`config.mk`:
```
export PLATFORM = sky130hd
export DESIGN_NAME = cond_unit_e
export DESIGN_NICKNAME = d
export VERILOG_FILES = /design/src/rtl/arm_pipe_pkg.sv /design/src/rtl/cond_check.sv /design/src/rtl/cond_unit_e.sv
export SDC_FILE = /design/constraint.sdc
export NUM_CORES = 1
export LEC_CHECK = 0
export ABC_AREA = 1
export BUFFER_PORTS_ARGS = -buffer_cell sky130_fd_sc_hd__buf_2
export CORE_ASPECT_RATIO = 1.1
export CORE_MARGIN = 4
export CORE_UTILIZATION = 40
export CTS_CLUSTER_SIZE = 20
export DETAILED_ROUTE_END_ITERATION = 8
export PLACE_DENSITY = 0.87
export SLEW_MARGIN = 20
export SYNTH_ARGS = -nofsm -noshare
export SYNTH_HDL_FRONTEND = slang
export SYNTH_SLANG_ARGS = --single-unit
```
`constraint.sdc`:
```
create_clock -name clk -period 2.1 [get_ports clk]
set_input_delay 0 -clock clk [delete_from_list [all_inputs] [get_ports clk]]
set_output_delay 0 -clock clk [all_outputs]
set_load 0.005 [all_outputs]
```
`src/rtl/arm_pipe_pkg.sv`:
```
// arm_pipe_pkg: shared pipeline types for the ARM core.
// Condition codes, NZCV flag indices and the FlagWrite field encoding.
package arm_pipe_pkg;

    typedef enum logic [3:0] {
        EQ = 4'b0000, NE = 4'b0001, CS = 4'b0010, CC = 4'b0011,
        MI = 4'b0100, PL = 4'b0101, VS = 4'b0110, VC = 4'b0111,
        HI = 4'b1000, LS = 4'b1001, GE = 4'b1010, LT = 4'b1011,
        GT = 4'b1100, LE = 4'b1101, AL = 4'b1110, NV = 4'b1111
    } cond_t;

    localparam int FLAG_N = 3;
    localparam int FLAG_Z = 2;
    localparam int FLAG_C = 1;
    localparam int FLAG_V = 0;

    // FlagWrite: bit1 updates N,Z; bit0 updates C,V
    localparam int FW_NZ_BIT = 1;
    localparam int FW_CV_BIT = 0;
    localparam logic [1:0] FW_NONE = 2'b00;
    localparam logic [1:0] FW_CV   = 2'b01;
    localparam logic [1:0] FW_NZ   = 2'b10;
    localparam logic [1:0] FW_ALL  = 2'b11;

    typedef struct packed {
        logic pcsrc;
        logic regwrite;
        logic memtoreg;
        logic memwrite;
    } m_ctrl_t;

endpackage

```
`src/rtl/cond_check.sv`:
```
// cond_check: evaluates an ARM condition field against the NZCV flags.
module cond_check
    import arm_pipe_pkg::*;
(
    input  logic [3:0] CondE,
    input  logic [3:0] Flags,
    output logic       CondExE
);

    logic n, z, c, v;

    assign n = Flags[FLAG_N];
    assign z = Flags[FLAG_Z];
    assign c = Flags[FLAG_C];
    assign v = Flags[FLAG_V];

    always_comb begin
        CondExE = 1'b0;
        case (cond_t'(CondE))
            EQ: CondExE = z;
            NE: CondExE = ~z;
            CS: CondExE = c;
            CC: CondExE = ~c;
            MI: CondExE = n;
            PL: CondExE = ~n;
            VS: CondExE = v;
            VC: CondExE = ~v;
            HI: CondExE = c & ~z;
            LS: CondExE = ~c | z;
            GE: CondExE = n == v;
            LT: CondExE = n != v;
            GT: CondExE = ~z & (n == v);
            LE: CondExE = z | (n != v);
            AL: CondExE = 1'b1;
            NV: CondExE = 1'b0;
        endcase
    end

endmodule

```
`src/rtl/cond_unit_e.sv`:
```
// cond_unit_e: execute-stage condition unit, NZCV register and E->M pipeline register.
// Optional COND_UNIT_FLUSHM_EN adds FlushM, which bubbles the E->M register.
module cond_unit_e
    import arm_pipe_pkg::*;
#(
    parameter int WIDTH = 32
) (
    input  logic             clk,
    input  logic             reset,
`ifdef COND_UNIT_FLUSHM_EN
    input  logic             FlushM,
`endif
    input  logic             PCSrcE,
    input  logic             RegWriteE,
    input  logic             MemtoRegE,
    input  logic             MemWriteE,
    input  logic             BranchE,
    input  logic             NoWriteE,
    input  logic [1:0]       FlagWriteE,
    input  logic [3:0]       CondE,
    input  logic [3:0]       ALUFlags,
    input  logic [WIDTH-1:0] ALUResultE,
    input  logic [WIDTH-1:0] WriteDataE,
    input  logic [3:0]       WA3E,
    output logic             BranchTakenE,
    output logic             CondExE,
    output logic [3:0]       Flags,
    output logic             PCSrcM,
    output logic             RegWriteM,
    output logic             MemtoRegM,
    output logic             MemWriteM,
    output logic [WIDTH-1:0] ALUResultM,
    output logic [WIDTH-1:0] WriteDataM,
    output logic [3:0]       WA3M
);

    logic [3:0]       flags_d, flags_q;
    m_ctrl_t          ctrl_d, ctrl_q;
    logic [WIDTH-1:0] alu_result_d, alu_result_q;
    logic [WIDTH-1:0] write_data_d, write_data_q;
    logic [3:0]       wa3_d, wa3_q;
    logic             flush;

`ifdef COND_UNIT_FLUSHM_EN
    assign flush = FlushM;
`else
    assign flush = 1'b0;
`endif

    // Condition is always judged on the registered flags, never this cycle's ALU flags
    cond_check u_cond_check (
        .CondE   (CondE),
        .Flags   (flags_q),
        .CondExE (CondExE)
    );

    assign BranchTakenE = BranchE & CondExE;

    always_comb begin
        flags_d = flags_q;
        if (FlagWriteE[FW_NZ_BIT] & CondExE)
            flags_d[FLAG_N:FLAG_Z] = ALUFlags[FLAG_N:FLAG_Z];
        if (FlagWriteE[FW_CV_BIT] & CondExE)
            flags_d[FLAG_C:FLAG_V] = ALUFlags[FLAG_C:FLAG_V];
        ctrl_d = flush ? '0 : m_ctrl_t'{
            pcsrc:    PCSrcE & CondExE,
            regwrite: RegWriteE & CondExE & ~NoWriteE,
            memtoreg: MemtoRegE,
            memwrite: MemWriteE & CondExE
        };
        alu_result_d = flush ? '0 : ALUResultE;
        write_data_d = flush ? '0 : WriteDataE;
        wa3_d        = flush ? '0 : WA3E;
    end

    always_ff @(posedge clk or negedge reset) begin
        if (!reset) begin
            flags_q      <= '0;
            ctrl_q       <= '0;
            alu_result_q <= '0;
            write_data_q <= '0;
            wa3_q        <= '0;
        end else begin
            flags_q      <= flags_d;
            ctrl_q       <= ctrl_d;
            alu_result_q <= alu_result_d;
            write_data_q <= write_data_d;
            wa3_q        <= wa3_d;
        end
    end

    assign Flags      = flags_q;
    assign PCSrcM     = ctrl_q.pcsrc;
    assign RegWriteM  = ctrl_q.regwrite;
    assign MemtoRegM  = ctrl_q.memtoreg;
    assign MemWriteM  = ctrl_q.memwrite;
    assign ALUResultM = alu_result_q;
    assign WriteDataM = write_data_q;
    assign WA3M       = wa3_q;

endmodule

```
==> out/qor.yml, run 1 <==
outcome: "finished, final reports clean"
start_util_pct: 41.45
dr.pass1.iters: 4
cts_root_buffer: "clkbuf_8"
syn-num-nets: 237
avgViaCountPerCell: 4.361
coreArea_sq_um: 5430
finalSetupViolations: 0
p_leak_nw: 2.234
drv_cap: 0
die_height_um: 86.68
antenna_found_initial: 0
syn2layout_area_growth_pct: 87.99
cp_common_cell: "nand2_1"
synth_edf_count: 0
pre_cts_slack_ps: 661.5
p_per_area_nw_per_um2: 840.5
antenna_cells: 0
cp.required_ps: 2360
die_width_um: 79.53
worstSkewPairLatency_ps: 320
async_flop_share_pct: 100.0
ioPinCount: 164
crit_path_top_delay_cell: "dlygate4sd3_1"
vias: 2124
p_int_mw: 2.681
yosysTopAreaCell: "dfrtp_1"
drv_slew: 0
p_clk_share_pct: 36.1
fin_util_pct: 77.93
ir_drop_uv: 554.8
cts_tree: "done"
avgSynthCellArea_sq_um: 14.91
cp_max_fo: 7
finalClockSkew_ps: 6.647
min_period_ps: 1940
cts_buffer_depth: 2
fin_ws_ps: 159.9
ys_warn_count: 0
synth_top_area_share_pct: 84.49
grt.total_usage_pct: 23.20
wl_per_cell_um: 15.54
clkSinkCount: 76
clkTransAtPathRegs_ps: 70
instances_no_fill: 487
timing_worst_setup_path_type: "reg -> reg"
synth-seq-area-share_pct: 84.49
grt_pass1_vias: 2418
seqCellArea_sq_um: 1903
ys_ff_latch: 76
synth_flop_cell: "dfrtp_1"
crit_family: "simple AND/OR/NAND/NOR gates"
grt.met2_usage_pct: 42.44
drt.antenna.violating_nets: 0
die_area_sq_um: 6893
busiest_layer: "met2"
cts_buffers: 9
cp.arrival_ps: 2200
yosysMostFrequentCell: "dfrtp_1"
dpl-instance-area_sq_um: 3163
grtUsageMet3_pct: 10.19
path_cells: "inv_2, nand2_1, nand2_1, o21ai_1, nand2_1, nand3_1, nand2_2, nand2_4, nand4_1, dlygate4sd3_1, nand2_1"
final_area_sq_um: 4232
slowest_delay_ps: 570
multi_input_area_sq_um: 289.0
tns_ps: 0
syn-cell-area_sq_um: 2251
nNetsFinal: 495
n_fill_cell: 318
synth_area_leaders: "dfrtp_1, nand2_1, inv_1, nor2_1, nand4_1"
rsz0062_at_grt: "no"
grt_pass1_wl_um: 11630
grt_max_degree: 77
holdWs_ps: 134.6
drive_above_1_share_pct: 45.63
std_cell_rows: 28
synthTopCellsByCount: "dfrtp_1, nand2_1, inv_1, nor2_1, nand4_1"
crit_path_start_kind: "register"
finalPower_mw: 3.557
slew-limit-headroom_pct: 38.99
netSwitchingFraction_pct: 24.61
end_kind: "register"
synthCells: 151
htree_levels: 3
path_buf_inv: 2
grt_overflow_total: 0
portBuffers: 163
tightestPinTransition_ps: 915.1
wl_um: 7570
hp-class: "in -> reg"
dp.cells: 389
pwr-share-seq_pct: 46.1
max_clock_freq_mhz: 515.4
drc: 0
drtIter0Drc: 83
p_comb_share_pct: 17.9
synth_cell_types: 15
grt_use_met1_pct: 22.45
finalHoldViolCount: 0
switching_power_mw: 0.8751
gp_congestion: 0.7896
min_period_over_period_pct: 92.39
hpwlAfterDp_um: 4298
[per-layer routing]
| layer | vias up | share of wire (%) |
|---|---|---|
| li1 | 979 | - |
| met1 | 1000 | 33 |
| met2 | 126 | 54 |
| met3 | 19 | 11 |
| met4 | 0 | 2.6 |
| met5 | - | 0 |
[repair_timing]
item                                    4_1_cts  5_1_grt
setup buffers                                 0        0
endpoints found under the setup margin        0        3
endpoints found under the hold margin       152        0
resized for setup                             0        1
hold buffers                                 84        0
[kinds of logic (layout without fill, tap and decap cells)]
logic type,count (synthesis),count (layout),synth area share [%]
flip-flops,76,76,84.49
AO/OA/AOI/OAI,5,5,1.612
buffers and inverters,16,277,2.668
AND/OR/NAND/NOR,54,54,11.23
[registers in the layout, summed over array words and instances (netlist names)]
register / cells
Flags: 4
RegWriteM: 1
PCSrcM: 1
MemtoRegM: 1
WA3M: 4
MemWriteM: 1
ALUResultM: 32
WriteDataM: 32
[layout make-up]
type,instances,share of cell area [%]
Tap cell,75,2.218
Clock buffer,10,3.016
Multi-Input combinational cell,59,6.830
Inverter,16,1.419
Clock inverter,4,2.336
Sequential cell,76,44.97
Timing Repair Buffer,247,39.21
[final timing paths]
path / from / to / slack [ps] / cells past startpoint
max: Flags[0] / Flags[3] / 160 / 11
min: CondE[3] / PCSrcM / 130 / 5
max reg2reg: Flags[0] / Flags[3] / 160 / 11
min reg2reg: Flags[2] / Flags[2] / 550 / 2
max in group asynchronous: reset / Flags[3] / 1070 / 2
min in group asynchronous: reset / ALUResultM[16] / 380 / 2
[power by group through the flow]
| stage | Combinational (mW) | Sequential [mW] | Clock (mW) |
|---|---|---|---|
| 2_1_floorplan | 0.209 | 1.67 | 0 |
| 3_3_place_gp | 0.476 | 1.65 | 0 |
| 3_5_place_dp | 0.496 | 1.66 | 0 |
| 4_1_cts | 0.625 | 1.63 | 1.30 |
| 5_1_grt | 0.710 | 1.66 | 1.36 |
| 6_report | 0.635 | 1.64 | 1.28 |
[cell usage in the layout, fill, tap and decap left out, drive strengths merged]
cell type,count
inv,17
nor2,8
buf,163
dfrtp,76
dlygate4sd3,84
nand2,36
a21oi,2
nand3,5
clkbuf,10
o21ai,3
nand4,4
nor3,1
bufinv,3
[worst min-delay path, delay by kind of cell]
kind | cells | cell delay, ps
buf+inv | 1 | 120
simple gates | 4 | 300
No activity file was read; power rests on OpenSTA's default activity.
==> inputs of run 2 (changes only) <==
Settings changed: PLACE_DENSITY 0.87 to 0.88, SYNTH_HIERARCHICAL set to 1.
==> run 2 against run 1 <==
Via count is 0.80% higher. Clock skew hardly changed. Critical path depth is 2 lower. Setup slack worse by 13 ps. Critical endpoint is now Flags[2]. Highest routed layer unchanged.
==> out/qor.yml, run 2 <==
holdWs_ps: 216.4  # was 134.6 ps
met1_length_um: 2484  # was 2479 um
gp_congestion: 0.7526  # was 0.7896
syn-cell-area_sq_um: 2206  # was 2251 sq um
die_area_sq_um: 6768  # was 6893 sq um
crit_path_start_kind: "register"  # unchanged
nNetsFinal: 491  # was 495
final_common_cell: "buf_2"  # unchanged
hpwlAfterDp_um: 4381  # was 4298 um
synthCells: 144  # was 151
timing_worst_setup_path_type: "reg -> reg"  # unchanged
synth_top_family_by_area: "simple AND/OR/NAND/NOR gates"  # unchanged
ioPinCount: 164  # unchanged
yosysTopAreaCell: "dfrtp_1"  # unchanged
p_leak_nw: 2.190  # was 2.234 nW
max_clock_freq_mhz: 512.0  # was 515.4 MHz
synth_top_area_share_pct: 86.22  # was 84.49%
ir_drop_uv: 482.0  # was 554.8 uV
clkTransAtPathRegs_ps: 70  # about the same
p_per_area_nw_per_um2: 811.4  # was 840.5 nW/um^2
finalClockSkew_ps: 6.535  # was 6.647 ps
finalPower_mw: 3.394  # was 3.557 mW
worstSetupStartpoint: "Flags[3]"  # was Flags[0]
synth_edf_count: 0  # unchanged
pre_cts_slack_ps: 617.6  # was 661.5 ps
avgSynthCellArea_sq_um: 15.32  # was 14.91 sq um
final_area_sq_um: 4183  # was 4232 sq um
top_layer: "met4"  # unchanged
yosysMostFrequentCell: "dfrtp_1"  # unchanged
reg2reg_from: "Flags[3]"  # was Flags[0]
synth_area_leaders: "dfrtp_1, nand2_1, nand3_1, inv_1, nor2_2"  # was dfrtp_1, nand2_1, inv_1, nor2_1, nand4_1
dr.pass1.iters: 5  # was 4
hp-class: "in -> reg"  # unchanged
min_period_ps: 1953  # was 1940 ps
end_kind: "register"  # unchanged
portBuffers: 163  # unchanged
yosys.area_share.simple_pct: 9.813  # was 11.23%
dpl-instance-area_sq_um: 3107  # was 3163 sq um
antenna_found_initial: 0  # unchanged
drt.antenna.violating_nets: 0  # unchanged
grt_pass1_wl_um: 11740  # was 11630 um
cp.required_ps: 2310  # was 2360 ps
min_period_over_period_pct: 93.00  # was 92.39%
cts_tree: "done"  # unchanged
avgViaCountPerCell: 4.414  # was 4.361
dr_wl_met3_um: 860  # was 832 um
grt_overflow_total: 0  # unchanged
ys_warn_count: 6  # was 0
synth_cell_types: 13  # was 15
worstSkewPairLatency_ps: 320  # about the same
drc: 0  # unchanged
cts_root_buffer: "clkbuf_8"  # unchanged
synth-adder-area-share_pct: 0  # unchanged
fin_ws_ps: 147.0  # was 159.9 ps
slew-limit-headroom_pct: 38.45  # was 38.99%
wl_um: 7540  # was 7570 um
start_util_pct: 41.15  # was 41.45%
drv_cap: 0  # unchanged
dp.cells: 381  # was 389
die_width_um: 78.81  # was 79.53 um
synth_flop_cell: "dfrtp_1"  # unchanged
wl_per_cell_um: 15.55  # was 15.54 um
synthTopCellsByCount: "dfrtp_1, nand2_1, nand3_1, inv_1"  # was dfrtp_1, nand2_1, inv_1, nor2_1, nand4_1
cp.arrival_ps: 2170  # was 2200 ps
finalSetupViolations: 0  # unchanged
coreArea_sq_um: 5360  # was 5430 sq um
vias: 2141  # was 2124
syn2layout_area_growth_pct: 89.62  # was 87.99%
synth_compound_area_share_pct: 1.588  # was 1.612%
grt_pass1_vias: 2421  # was 2418
clkSinkCount: 76  # unchanged
drv_slew: 0  # unchanged
ys_ff_latch: 76  # unchanged
syn-num-nets: 230  # was 237
outcome: "finished, final reports clean"  # unchanged
cts_buffers: 9  # unchanged
synth_mux_area_share_pct: 0  # unchanged
mostFrequentLayoutCells: "buf_2, dlygate4sd3_1, dfrtp_1, nand2_1, nand3_1"  # was buf_2, dlygate4sd3_1, dfrtp_1, nand2_1, inv_1
cp_max_fo: 5  # was 7
drtIter0Drc: 41  # was 83
yosys.area_share.xor_xnor_pct: 0  # unchanged
htree_levels: 3  # unchanged
hp-start: "CondE[3]"  # unchanged
wl_met2_um: 3977  # was 4057 um
grt_max_degree: 77  # unchanged
synth-seq-area-share_pct: 86.22  # was 84.49%
instances_no_fill: 485  # was 487
tightestPinTransition_ps: 923.3  # was 915.1 ps
drive_above_1_share_pct: 46.34  # was 45.63%
grt.total_usage_pct: 23.45  # was 23.20%
die_height_um: 85.89  # was 86.68 um
cts_buffer_depth: 2  # unchanged
std_cell_rows: 28  # unchanged
finalHoldViolCount: 0  # unchanged
async_flop_share_pct: 100.0  # unchanged
antenna_cells: 0  # unchanged
-- run 2: logic make-up after synthesis --
| family | count (synthesis) |
|---|---|
| simple gates | 50 |
| compound gates | 6 |
| buf+inv | 12 |
| flops | 76 |
-- run 2: cell type report --
type	count	area, sq um
clock buffers	12	155.1
clock inverters	4	31.28
fillers	328	1177
inverters	11	41.29
multi-input cells	57	276.5
flip-flops and latches	76	1903
well taps	75	93.84
repair buffers	250	1682
-- run 2: repair_timing --
action	in CTS	in global routing
hold buffers	84	0
setup endpoints to repair	0	5
buffers inserted	0	3
resized for setup	0	4
endpoints found under the hold margin	152	0
-- run 2: path summary, 6_finish.rpt --
| check | end | cells past startpoint | slack (ps) |
|---|---|---|---|
| max | Flags[2] | 9 | 150 |
| min | Flags[1] | 6 | 220 |
| max reg2reg | Flags[2] | 9 | 150 |
| min reg2reg | Flags[2] | 2 | 530 |
| max in group asynchronous | Flags[0] | 2 | 1080 |
| min in group asynchronous | ALUResultM[25] | 2 | 350 |
-- run 2: metrics by stage --
stage                     setup TNS, ps  util (%)
after detailed placement              0     57.96
after floorplan                       0         -
after global placement                0     57.96
after global routing             -17.10     78.03
final                                 0     78.03
after CTS                             0     77.12
-- run 2: power breakdown --
group	total [mW]	switching [mW]	internal, mW	leakage, nW
Clock	1.01	0.512	0.498	0.0852
Combinational	0.726	0.346	0.381	1.21
Sequential	1.66	0.0758	1.58	0.892
Total	3.39	0.934	2.46	2.19
-- run 2: worst max-delay path, stage by stage (launching register included) --
cell	delay [ps]
dfrtp_1	410
inv_1	120
o21ai_0	100
o211ai_1	80
nand3_1	140
nor2_4	160
nand3_4	120
nand3_1	100
dlygate4sd3_1	560
nand2_1	50
-- run 2: routing by layer --
metal	track usage, %	vias to the layer above
li1	-	972
met2	41.24	146
met5	0	-
met3	10.29	20
met4	10.33	0
met1	24.02	1003
